### config.mk
export PLATFORM = sky130hd
export DESIGN_NAME = calc_cmd_sequencer
export DESIGN_NICKNAME = d
export VERILOG_FILES = /design/src/rtl/calc_pkg.sv /design/src/rtl/rr_arbiter.sv /design/src/rtl/calc_cmd_sequencer.sv
export SDC_FILE = /design/constraint.sdc
export NUM_CORES = 1
export LEC_CHECK = 0
export ABC_AREA = 1
export BUFFER_PORTS_ARGS = -buffer_cell sky130_fd_sc_hd__buf_2
export CAP_MARGIN = 20
export CORE_UTILIZATION = 40
export DETAILED_ROUTE_END_ITERATION = 8
export PLACE_DENSITY = 0.72
export SKIP_LAST_GASP = 1
export SLEW_MARGIN = 20
export SYNTH_ARGS = -nofsm -noshare
export SYNTH_HDL_FRONTEND = slang
export SYNTH_HIERARCHICAL = 1
export SYNTH_SLANG_ARGS = --single-unit
### constraint.sdc
create_clock -name Clk -period 2.7 [get_ports Clk]
set_input_delay 0 -clock Clk [delete_from_list [all_inputs] [get_ports Clk]]
set_output_delay 0 -clock Clk [all_outputs]
set_load 0.02 [all_outputs]
### src/rtl/calc_pkg.sv
// calc_pkg: shared state type and key-unlock constants for the calculator command sequencer
package calc_pkg;
  typedef enum logic [2:0] {IDLE, KEY, WAIT_BUSY, WAIT_IDLE, RELEASE} seq_state_e;
  localparam int SEL_W = 4;
  localparam int KEY_SEQ_LEN = 4;
  localparam logic [KEY_SEQ_LEN-1:0] KEY_PATTERN = 4'b0101;
endpackage

### src/rtl/rr_arbiter.sv
// rr_arbiter: combinational round-robin pick of the first request at or after ptr, wrapping
// req: request levels; ptr: search start; gnt_onehot/gnt_idx: winner (all zero when no request)
module rr_arbiter #(
  parameter int N = 4
) (
  input  logic [N-1:0]         req,
  input  logic [$clog2(N)-1:0] ptr,
  output logic [N-1:0]         gnt_onehot,
  output logic [$clog2(N)-1:0] gnt_idx
);
  localparam int W = $clog2(N);
  logic [W:0]   s;
  logic [W-1:0] idx;
  // scan offsets from farthest to nearest so the nearest hit is the last write
  always_comb begin
    gnt_onehot = '0;
    gnt_idx = '0;
    s = '0;
    idx = '0;
    for (int k = N - 1; k >= 0; k--) begin
      s = {1'b0, ptr} + (W+1)'(k);
      idx = s >= (W+1)'(N) ? W'(s - (W+1)'(N)) : s[W-1:0];
      if (req[idx]) begin
        gnt_onehot = '0;
        gnt_onehot[idx] = 1'b1;
        gnt_idx = idx;
      end
    end
  end
endmodule

### src/rtl/calc_cmd_sequencer.sv
// calc_cmd_sequencer: round-robin command sequencer driving the calculator key/ValidCmd protocol
// Clk/Reset: clock, sync active-low reset; Req*/Gnt/Done/Err: requester side
// InputKey/ValidCmd/RWMem/Addr/lnA/lnB/Sel: calculator command outputs; Busy/CalcActive: calculator status
module calc_cmd_sequencer
  import calc_pkg::*;
#(
  parameter int Bits = 8,
  parameter int AddrBits = 32,
  parameter int NumReq = 4,
  parameter int TimeoutCycles = 1023
) (
  input  logic                         Clk,
  input  logic                         Reset,
  input  logic [NumReq-1:0]            Req,
  input  logic [NumReq*Bits-1:0]       ReqA,
  input  logic [NumReq*Bits-1:0]       ReqB,
  input  logic [NumReq*SEL_W-1:0]      ReqSel,
  input  logic [NumReq*AddrBits-1:0]   ReqAddr,
  input  logic [NumReq-1:0]            ReqRW,
  output logic [NumReq-1:0]            Gnt,
  output logic [NumReq-1:0]            Done,
  output logic                         Err,
  output logic                         InputKey,
  output logic                         ValidCmd,
  output logic                         RWMem,
  output logic [AddrBits-1:0]          Addr,
  output logic [Bits-1:0]              lnA,
  output logic [Bits-1:0]              lnB,
  output logic [SEL_W-1:0]             Sel,
  input  logic                         Busy,
  input  logic                         CalcActive
);
  localparam int PW = $clog2(NumReq);
  localparam int TW = $clog2(TimeoutCycles + 1);
  localparam int KW = $clog2(KEY_SEQ_LEN);
  seq_state_e state_q, state_d;
  logic [PW-1:0] ptr_q, ptr_d, idx_q, idx_d, gnt_idx;
  logic [NumReq-1:0] gnt_oh, gnt_q, gnt_d, done_q, done_d;
  logic [KW-1:0] kcnt_q, kcnt_d;
  logic [TW-1:0] tcnt_q, tcnt_d;
  logic eflag_q, eflag_d, err_q, err_d, key_q, key_d, valid_q, valid_d, rw_q, rw_d;
  logic [AddrBits-1:0] addr_q, addr_d;
  logic [Bits-1:0] a_q, a_d, b_q, b_d;
  logic [SEL_W-1:0] sel_q, sel_d;
  logic grant, timeout;

  rr_arbiter #(.N(NumReq)) u_arb (
    .req(Req),
    .ptr(ptr_q),
    .gnt_onehot(gnt_oh),
    .gnt_idx(gnt_idx)
  );

  assign grant = state_q == IDLE && |Req;
  assign timeout = tcnt_q >= TW'(TimeoutCycles - 1);

  always_comb begin
    state_d = state_q;
    ptr_d = ptr_q;
    idx_d = idx_q;
    kcnt_d = kcnt_q;
    eflag_d = eflag_q;
    unique case (state_q)
      IDLE: if (grant) begin
        state_d = KEY;
        ptr_d = gnt_idx == PW'(NumReq - 1) ? '0 : gnt_idx + 1'b1;
        idx_d = gnt_idx;
        kcnt_d = '0;
      end
      KEY: begin
        kcnt_d = kcnt_q + 1'b1;
        state_d = kcnt_q == KW'(KEY_SEQ_LEN - 1) ? WAIT_BUSY : KEY;
      end
      // a zero-length op is only trusted from the second cycle so Busy has a chance to rise
      WAIT_BUSY: if (Busy) state_d = WAIT_IDLE;
        else if (CalcActive && tcnt_q != '0) state_d = RELEASE;
        else if (timeout) begin
          state_d = RELEASE;
          eflag_d = 1'b1;
        end
      WAIT_IDLE: if (!Busy) state_d = RELEASE;
        else if (timeout) begin
          state_d = RELEASE;
          eflag_d = 1'b1;
        end
      RELEASE: begin
        state_d = IDLE;
        eflag_d = 1'b0;
      end
      default: state_d = IDLE;
    endcase
  end

  always_comb begin
    tcnt_d = state_d != state_q ? '0 : &tcnt_q ? tcnt_q : tcnt_q + 1'b1;
    gnt_d = grant ? gnt_oh : '0;
    done_d = state_q == RELEASE ? NumReq'(1) << idx_q : '0;
    err_d = state_q == RELEASE && eflag_q;
    key_d = state_d == KEY && KEY_PATTERN[kcnt_d];
    valid_d = state_d == KEY || state_d == WAIT_BUSY || state_d == WAIT_IDLE;
    a_d = a_q;
    b_d = b_q;
    sel_d = sel_q;
    addr_d = addr_q;
    rw_d = rw_q;
    for (int i = 0; i < NumReq; i++)
      if (grant && gnt_oh[i]) begin
        a_d = ReqA[i*Bits +: Bits];
        b_d = ReqB[i*Bits +: Bits];
        sel_d = ReqSel[i*SEL_W +: SEL_W];
        addr_d = ReqAddr[i*AddrBits +: AddrBits];
        rw_d = ReqRW[i];
      end
  end

  always_ff @(posedge Clk) begin
    if (!Reset) begin
      state_q <= IDLE;
      ptr_q <= '0;
      idx_q <= '0;
      kcnt_q <= '0;
      tcnt_q <= '0;
      eflag_q <= 1'b0;
      gnt_q <= '0;
      done_q <= '0;
      err_q <= 1'b0;
      key_q <= 1'b0;
      valid_q <= 1'b0;
      a_q <= '0;
      b_q <= '0;
      sel_q <= '0;
      addr_q <= '0;
      rw_q <= 1'b0;
    end else begin
      state_q <= state_d;
      ptr_q <= ptr_d;
      idx_q <= idx_d;
      kcnt_q <= kcnt_d;
      tcnt_q <= tcnt_d;
      eflag_q <= eflag_d;
      gnt_q <= gnt_d;
      done_q <= done_d;
      err_q <= err_d;
      key_q <= key_d;
      valid_q <= valid_d;
      a_q <= a_d;
      b_q <= b_d;
      sel_q <= sel_d;
      addr_q <= addr_d;
      rw_q <= rw_d;
    end
  end

  assign Gnt = gnt_q;
  assign Done = done_q;
  assign Err = err_q;
  assign InputKey = key_q;
  assign ValidCmd = valid_q;
  assign RWMem = rw_q;
  assign Addr = addr_q;
  assign lnA = a_q;
  assign lnB = b_q;
  assign Sel = sel_q;
endmodule

==> results of run 1 <==
area by class of cell:
class                   count  area (sq um)  area share
multi-input cells         796          3850       0.432
flip-flops and latches     84          1680       0.189
diodes                      2          5.00    0.000562
clock inverters             6          87.6     0.00983
clock buffers              10           229      0.0257
well taps                 216           270      0.0303
inverters                 205           777      0.0872
repair buffers            329          2010       0.226
metrics by stage:
stage | utilization | area (sq um) | cells
global route | 0.559 | 8910 | 1647
detailed placement | 0.512 | 8160 | 1607
finish | 0.559 | 8910 | 1648
floorplan | - | 6550 | 1160
CTS | 0.533 | 8490 | 1625
global placement | 0.512 | 8160 | 1607
critical path: stages, from the launching register on:
cell	delay (ps)
dfxtp_2	350
inv_2	60
ha_4	300
inv_4	50
nand3_4	80
nand2_8	90
a21oi_1	180
nand3_1	100
nand2_1	60
inv_1	60
or2_4	260
o31ai_4	250
buf_4	160
buf_6	100
clkbuf_16	190
nor2_1	60
nand2_1	60
a21oi_1	50
report_power, final:
group | switching, mW | total [mW] | internal [mW]
Clock | 0.539 | 1.35 | 0.813
Sequential | 0.230 | 1.91 | 1.68
Combinational | 5.01 | 8.10 | 3.09
sequential cells by signal, summed over array words and instances, names as in the netlist:
register  flops
Addr         32
Done          4
Err           1
Gnt           4
InputKey      1
RWMem         1
Sel           4
ValidCmd      1
eflag_q       1
idx_q         2
kcnt_q        2
lnA           8
lnB           8
ptr_q         2
state_q       3
tcnt_q       10
cells by family (layout without fill, tap and decap cells):
kind of cell	Yosys count	after routing	synth area share
AND/OR/NAND/NOR	698	698	0.475
flip-flops	84	84	0.257
XOR/XNOR	8	8	0.0107
other	0	2	0
buffers and inverters	280	550	0.171
AO/OA/AOI/OAI	77	77	0.0622
adder cells (fa/ha/maj)	13	13	0.0248
metal layers:
layer	GRT usage	up-vias	share of wire
li1	-	4157	-
met1	0.302	3610	0.43
met2	0.416	326	0.48
met3	0.0455	42	0.073
met4	0.104	0	0.026
met5	0	-	0
cell usage after synthesis:
cell and count:
o21a_1 1, buf_1 3, o21ai_1 3, inv_1 196, or2_0 2, nand2_1 326, nand3b_1 2, o31ai_4 1
dfxtp_1 84, inv_2 8, nand2_2 4, a21oi_1 63, o41ai_1 1, and2_1 1, nor2_1 153, buf_2 24
nand4_1 107, inv_4 1, o21ai_0 8, nor2_2 1, or2_2 1, nand3_2 5, buf_6 4, xnor2_1 5
clkbuf_1 43, nor2_4 2, buf_4 1, ha_1 13, nand3_1 78, nand2_4 5, xor2_1 3, nor3_1 11
final timing paths:
kind	startpoint	depth (start not counted)	end
worst max register to register	ptr_q[0]	17	Addr[15]
worst min-delay path	ReqAddr[113]	5	Addr[17]
worst min register to register	eflag_q	2	Err
worst max-delay path	ptr_q[0]	17	Addr[15]
placed cells by master, fill, tap and decap left out, types with 2 or more instances in the layout:
cell type	instances
nand2_1	323
buf_2	283
inv_1	193
nor2_1	149
nand4_1	107
dfxtp_1	82
nand3_1	76
a21oi_1	61
buf_4	23
clkbuf_16	15
ha_1	12
nor3_1	11
inv_2	10
o21ai_0	8
buf_12	7
nand2_4	6
buf_6	6
xnor2_1	5
nand3_2	5
nand2_2	5
nor2_2	4
xor2_1	3
nor2_4	3
diode_2	2
nand3b_1	2
a21oi_2	2
clkinv_2	2
bufinv_16	2
inv_6	2
dlygate4sd3_1	2
dfxtp_2	2
nand3_4	2
or2_0	2
o21ai_1	2
what timing repair did:
action                                  CTS  global route
hold buffers                              2             0
endpoints found under the setup margin    0            53
setup buffers                             0            11
gates resized for setup                   0            27
hold endpoints to repair                 10             0
==> impl_metrics.json, run 1 <==
{
  "ios": 284,
  "post-dp-hpwl_um": 15000,
  "setup_viol": 0,
  "yosys-top-cells-area": "dfxtp_1 (26%), nand2_1 (19%), inv_1 (11%), nand4_1 (10%), nor2_1 (8.8%)",
  "power_density_over_cell_area_nw_per_um2": 1280,
  "grt_start_max_net_pins": 72,
  "design.final.nets": 1658,
  "drt-wirelength-per-cell_um": 13.7,
  "total_power_mw": 11.4,
  "status": "finished, final reports clean",
  "clock_tree.htree_level_count": 3,
  "cts_tree": "yes",
  "worstHoldPathType": "input port to flop",
  "grt_pass1_vias": 6964,
  "vias": 8135,
  "synthesis.area_per_instance_sq_um": 5.65,
  "critPathArrivalTime_ps": 2810,
  "clk-insertion-delay-late_ps": 350,
  "floorplan.initialDensity": 0.411,
  "synth_warnings": 6,
  "drc": 0,
  "placement_row_count": 46,
  "finalWorstPathRequiredPeriod_ps": 2600,
  "synth-seq-cells": 84,
  "die_x_um": 130,
  "number_of_detailed_routing_iterations_run_before_antenna_repair": 5,
  "drive_gt1_frac": 0.271,
  "achievable-frequency_mhz": 384,
  "cts-buffers-inserted": 9,
  "syn2layout_area_growth_pct": 36.0,
  "dr.first_iter.drc_count": 508,
  "gp_weighted_congestion": 0.877,
  "congestion_overflow_gr": 0,
  "grt_antenna_before_repair": 1,
  "area_of_the_die_sq_um": 16900,
  "totalNegativeSetupSlack_ps": 0,
  "critPathMaxFanout": 27,
  "fin_hold_ws_ps": 20.3,
  "synth_nets": 1393,
  "synth_top_area_share": 0.257,
  "clockRootBuffer": "clkbuf_16",
  "die_y_um": 130,
  "tightest_pin_transition_ps": 492,
  "pre_cts_slack_ps": 101,
  "core_region_area_sq_um": 15900,
  "nFillCells": 1669,
  "post_drt_via_cell_ratio": 4.94,
  "slew_violations": 0,
  "synth.lib_cells_used.distinct": 32,
  "worst_case_setup_margin_in_the_final_layout_ps": 97.0,
  "wl_um": 22600,
  "grt_first_pass_wirelength_um": 32700,
  "synth_cells": 1160,
  "synth_sequential_area_ratio": 0.257,
  "maxCapViolations": 0,
  "power_leakage_nw": 5.17,
  "reg2reg_slack_ps": 100,
  "syn_area_sq_um": 6550,
  "place.port_buffers": 283,
  "detail-route-antenna-nets": 0,
  "cts.sink_count": 84,
  "path_class": "flop to flop",
  "synth_top_area_cell": "dfxtp_1",
  "timing.critical_path.from_type": "flop",
  "element_type_at_the_critical_path_end": "flop",
  "slew-limit-headroom": 0.672,
  "clockBufferDepth": 2,
  "clk_pin_slew_worst_paths_ps": 70,
  "number_of_endpoints_with_negative_hold_slack_in_the_final_report": 0,
  "vdd_ir_drop_max_uv": 850,
  "finalClockSkew_ps": 8.07,
  "period_share": 0.964,
  "crit_required_ps": 2910,
  "grtUsageTotal": 0.245
}
(Power assumes the default switching activity.)
==> inputs of run 2 (changes only) <==
PLACE_DENSITY = 0.69   (was 0.72)
clock period = 3.4 ns   (was 2.7 ns; I/O delays follow)
==> run 2 against run 1 <==
Net effect:
- die area unchanged
- wire length down 6.2%
- critical endpoint is now Addr[25]
- first-iteration DRC count decreased by 15%
- fmax fell by 15%
- sequential share of layout area grew 1.2 points
- clock skew hardly changed
- non-clock buffer count shrank 30
- global-route usage shrank 0.18 points
- setup slack improved by 260 ps
- final area decreased by 5.9%
- cell count fell by 1.8%
- critical path depth fell by 1
==> impl_metrics.json, run 2 (synthesis results as in run 1) <==
{
  "drive_gt1_frac": 0.246,
  "power_density_over_cell_area_nw_per_um2": 948,
  "post_drt_via_cell_ratio": 4.88,
  "largest_register_ffs": 32,
  "achievable-frequency_mhz": 328,
  "die_x_um": 130,
  "design.final.nets": 1628,
  "clockBufferDepth": 2,
  "core_region_area_sq_um": 15900,
  "worst_case_setup_margin_in_the_final_layout_ps": 352,
  "floorplan.initialDensity": 0.411,
  "grt_setup_unrepaired": "no",
  "timing.critical_path.from_type": "flop",
  "cts_tree": "yes",
  "totalNegativeSetupSlack_ps": 0,
  "worst_path_max_delay_cell": "dfxtp_1",
  "clk-insertion-delay-late_ps": 350,
  "number_of_endpoints_with_negative_hold_slack_in_the_final_report": 0,
  "crit_path_cell_trace": "inv_1, ha_1, inv_1, nand3_2, nand2_4, inv_4, nand3_1, nand2_1, nor2_1, nor2_1, or2_2, o31ai_4, buf_12, nor2_1, nand2_1, a21oi_1",
  "reg2regPathDepth": 16,
  "crit_path_max_incr_delay_ps": 520,
  "finalWorstPathRequiredPeriod_ps": 3050,
  "dr.first_iter.drc_count": 433,
  "gp_weighted_congestion": 0.830,
  "die_y_um": 130,
  "worstHoldPathType": "input port to flop",
  "vdd_ir_drop_max_uv": 827,
  "wl_um": 21200,
  "grt_start_max_net_pins": 109,
  "congestion_overflow_gr": 0,
  "detail-route-antenna-nets": 0,
  "critical_path.most_common_cell": "nor2_1",
  "period_share": 0.896,
  "pre_cts_slack_ps": 318,
  "setup_viol": 0,
  "tightest_pin_transition_ps": 711,
  "crit_required_ps": 3600,
  "drt-wirelength-per-cell_um": 13.1,
  "slew_violations": 0,
  "area_of_the_die_sq_um": 16900,
  "worstHoldPathCells": 5,
  "slew-limit-headroom": 0.525,
  "post_layout_instance_area_sq_um": 8380,
  "number_of_detailed_routing_iterations_run_before_antenna_repair": 7,
  "grt_pass1_vias": 6554,
  "layout.cells.most_common": "nand2_1",
  "critPathMaxFanout": 79,
  "placement.cell_area_sq_um": 8090,
  "grt_first_pass_wirelength_um": 32200,
  "clockRootBuffer": "clkbuf_16",
  "placement_row_count": 46,
  "ios": 284,
  "grtUsageTotal": 0.243,
  "power_leakage_nw": 4.92,
  "maxCapViolations": 0,
  "cts.sink_count": 84,
  "path_class": "flop to flop",
  "critPathArrivalTime_ps": 3250,
  "grt_antenna_before_repair": 1,
  "status": "finished, final reports clean",
  "layout_common_cells": "nand2_1 (325), buf_2 (283), inv_1 (195), nor2_1 (152), nand4_1 (107)",
  "element_type_at_the_critical_path_end": "flop",
  "post-dp-hpwl_um": 15200,
  "drc": 0,
  "cts-buffers-inserted": 9,
  "clock_tree.htree_level_count": 3,
  "syn2layout_area_growth_pct": 27.9,
  "clk_pin_slew_worst_paths_ps": 70,
  "finalClockSkew_ps": 7.92,
  "place.port_buffers": 283,
  "vias": 7899
}
-- run 2: cell types whose count changed in the layout (fill, tap and decap cells not counted), sizes merged --
cell,change
clkinv,-1
bufinv,-2
clkinvlp,+2
dlygate4sd3,-1
clkbuf,-4
inv,-1
buf,-23
-- run 2: metrics by stage --
stage / cells / total power [mW] / hold WS, ps / utilization
after global placement: 1599 / 7.00 / 311 / 0.508
after detailed placement: 1599 / 7.03 / 312 / 0.508
after CTS: 1616 / 7.98 / 13.7 / 0.525
after floorplan: 1160 / 5.57 / 194 / -
final: 1618 / 7.94 / 27.9 / 0.526
after global routing: 1616 / 8.71 / 40.6 / 0.525
-- run 2: what timing repair did --
item,CTS,global route
setup buffers,0,0
hold buffers,1,0
hold endpoints to repair,9,0
gates resized for setup,0,1
setup endpoints to repair,0,2
-- run 2: power breakdown --
group | switching (mW) | internal [mW]
registers | 0.210 | 1.33
logic | 3.62 | 1.85
clock network | 0.418 | 0.514
total | 4.25 | 3.70
-- run 2: path summary, 6_finish.rpt --
path	endpoint	slack [ps]	startpoint
setup / recovery	Addr[25]	350	ptr_q[1]
hold / removal	Addr[26]	30	ReqAddr[122]
setup reg to reg	Addr[25]	350	ptr_q[1]
hold reg to reg	Done[0]	440	idx_q[0]
-- run 2: area by class of cell --
class                   instances  area [sq um]
repair buffers                299          1600
inverters                     205           772
fillers                      1683          7560
clock inverters                 4          25.0
multi-input cells             796          3780
flip-flops and latches         84          1680
diodes                          2          5.00
well taps                     216           270
clock buffers                  12           246
-- run 2: critical path, delay by kind of cell, from the launching register on --
kind	cells	cell delay, ps
simple gates	9	990
compound gates	2	300
fa+ha+maj	1	360
buf+inv	4	700
flops	1	520
-- run 2: routing by layer --
layer  share of wire  vias up  routed length (um)  track usage
li1                -     4097                   -            -
met1            0.44     3471                9250        0.298
met4           0.018        2                 386       0.0828
met5         0.00038        -                   8            0
met2            0.48      302               10200        0.422
met3           0.066       27                1400       0.0488
==> inputs of run 3 (changes only) <==
CORE_UTILIZATION = 53   (was 40)
PLACE_DENSITY = 0.88   (was 0.69)
==> run 3 against run 2 <==
Net effect:
- sequential power is essentially flat
- register-to-register slack lost 80 ps
- clock skew shrank 2.7 ps
- combinational power is essentially flat
- fmax shrank 2.4%
- setup slack lost 76 ps
- critical path type unchanged
- largest power group unchanged
- highest routed layer is now met4
==> impl_metrics.json, run 3 (synthesis results as in run 1) <==
{
  "grtUsageTotal": 0.326,
  "finalNonFillerCells": 1550,
  "maxCapViolations": 0,
  "clock_tree.htree_level_count": 3,
  "total_power_mw": 8.00,
  "vdd_ir_drop_max_uv": 794,
  "syn2layout_area_growth_pct": 26.9,
  "post_drt_via_cell_ratio": 5.28,
  "grt_pass1_vias": 7151,
  "congestion_overflow_gr": 0,
  "met3_track_utilization_from_global_routing": 0.0798,
  "clk-insertion-delay-late_ps": 340,
  "gp_weighted_congestion": 0.945,
  "grt_start_max_net_pins": 71,
  "ios": 284,
  "finalClockSkew_ps": 5.26,
  "die_y_um": 113,
  "use_met1": 0.396,
  "detail-route-antenna-nets": 0,
  "drc": 0,
  "critPathArrivalTime_ps": 3320,
  "area_of_the_die_sq_um": 12800,
  "number_of_endpoints_with_negative_hold_slack_in_the_final_report": 0,
  "slew-limit-headroom": 0.508,
  "power_leakage_nw": 4.94,
  "cts.sink_count": 84,
  "clockRootBuffer": "clkbuf_16",
  "tightest_pin_transition_ps": 737,
  "fin_hold_ws_ps": 27.6,
  "grt_first_pass_wirelength_um": 33800,
  "floorplan.initialDensity": 0.546,
  "design.final.nets": 1629,
  "critPathMaxFanout": 63,
  "grt_antenna_before_repair": 2,
  "element_type_at_the_critical_path_end": "flop",
  "utilization": 0.692,
  "grt_setup_unrepaired": "no",
  "path_class": "flop to flop",
  "dr.first_iter.drc_count": 801,
  "cts-buffers-inserted": 9,
  "slew_violations": 0,
  "power_density_over_cell_area_nw_per_um2": 962,
  "place.port_buffers": 283,
  "groute.layer.met2.usage": 0.546,
  "layout.cells.most_common": "nand2_1",
  "die_x_um": 113,
  "wl_um": 21400,
  "min-delay-start": "ReqAddr[109]",
  "drive_gt1_frac": 0.248,
  "finalWorstPathRequiredPeriod_ps": 3120,
  "vias": 8190,
  "core_region_area_sq_um": 12000,
  "largest_register_ffs": 32,
  "setup.worst_path.start": "ptr_q[0]",
  "achievable-frequency_mhz": 320,
  "placement_row_count": 40,
  "cts_tree": "yes",
  "clk_pin_slew_worst_paths_ps": 70,
  "r2r-start": "ptr_q[0]",
  "setup_viol": 0,
  "number_of_detailed_routing_iterations_run_before_antenna_repair": 6,
  "status": "finished, final reports clean",
  "clockBufferDepth": 2,
  "grt.busiest_layer": "met2",
  "layout_common_cells": "nand2_1 (325), buf_2 (283), inv_1 (195), nor2_1 (152), nand4_1 (107)",
  "worstHoldPathType": "input port to flop",
  "crit_required_ps": 3590,
  "drt-wirelength-per-cell_um": 13.8,
  "totalNegativeSetupSlack_ps": 0,
  "timing.critical_path.from_type": "flop",
  "post-dp-hpwl_um": 15100,
  "period_share": 0.919,
  "place_inst": 1531
}
-- run 3: changes by cell type in the layout (fill, tap and decap cells not counted), moves of 2 or more --
cell        before  now
clkinv_4         0    4
buf_4           10   12
clkbuf_1         2    0
clkinv_2         2    0
clkinvlp_4       2    0
-- run 3: repair_timing --
item	in CTS	in global routing
hold buffers	1	0
resized for setup	0	0
setup buffers	0	0
endpoints found under the hold margin	5	0
-- run 3: per-layer routing --
metal | routed length [um] | part of all wire
met1 | 8510 | 0.40
met2 | 10200 | 0.48
met3 | 1940 | 0.091
met4 | 726 | 0.034
met5 | 0 | 0
-- run 3: worst paths after layout --
kind | endpoint | slack [ps] | cells past startpoint
setup reg to reg | Addr[2] | 280 | 16
hold reg to reg | Done[2] | 440 | 1
hold / removal | Addr[13] | 30 | 5
setup / recovery | Addr[2] | 280 | 16
-- run 3: layout make-up --
type                    instances  area [sq um]
multi-input cells             796          3780
fillers                      1088          3700
flip-flops and latches         84          1680
repair buffers                300          1600
inverters                     205           772
clock buffers                  11           253
well taps                     147           184
clock inverters                 5          43.8
diodes                          2          5.00
-- run 3: power breakdown --
| part | switching, mW | internal (mW) |
|---|---|---|
| Sequential | 0.211 | 1.33 |
| Clock | 0.437 | 0.543 |
| Combinational | 3.62 | 1.86 |
-- run 3: worst max-delay path, stage by stage, from the launching register on --
cell	delay, ps
dfxtp_1	560
inv_2	180
ha_1	370
inv_1	100
nand3_2	110
nand2_4	120
inv_4	60
nand3_1	60
nand2_1	50
nor2_1	110
nor2_1	90
or2_2	320
o31ai_4	280
buf_12	300
nor2_1	80
nand2_1	80
a21oi_1	70
-- run 3: through the flow --
step | cell area, sq um | worst slack [ps]
6_report | 8310 | 276
5_1_grt | 8310 | 78.0
4_1_cts | 8310 | 316
3_5_place_dp | 8000 | 362
3_3_place_gp | 8000 | 455
2_1_floorplan | 6550 | 647
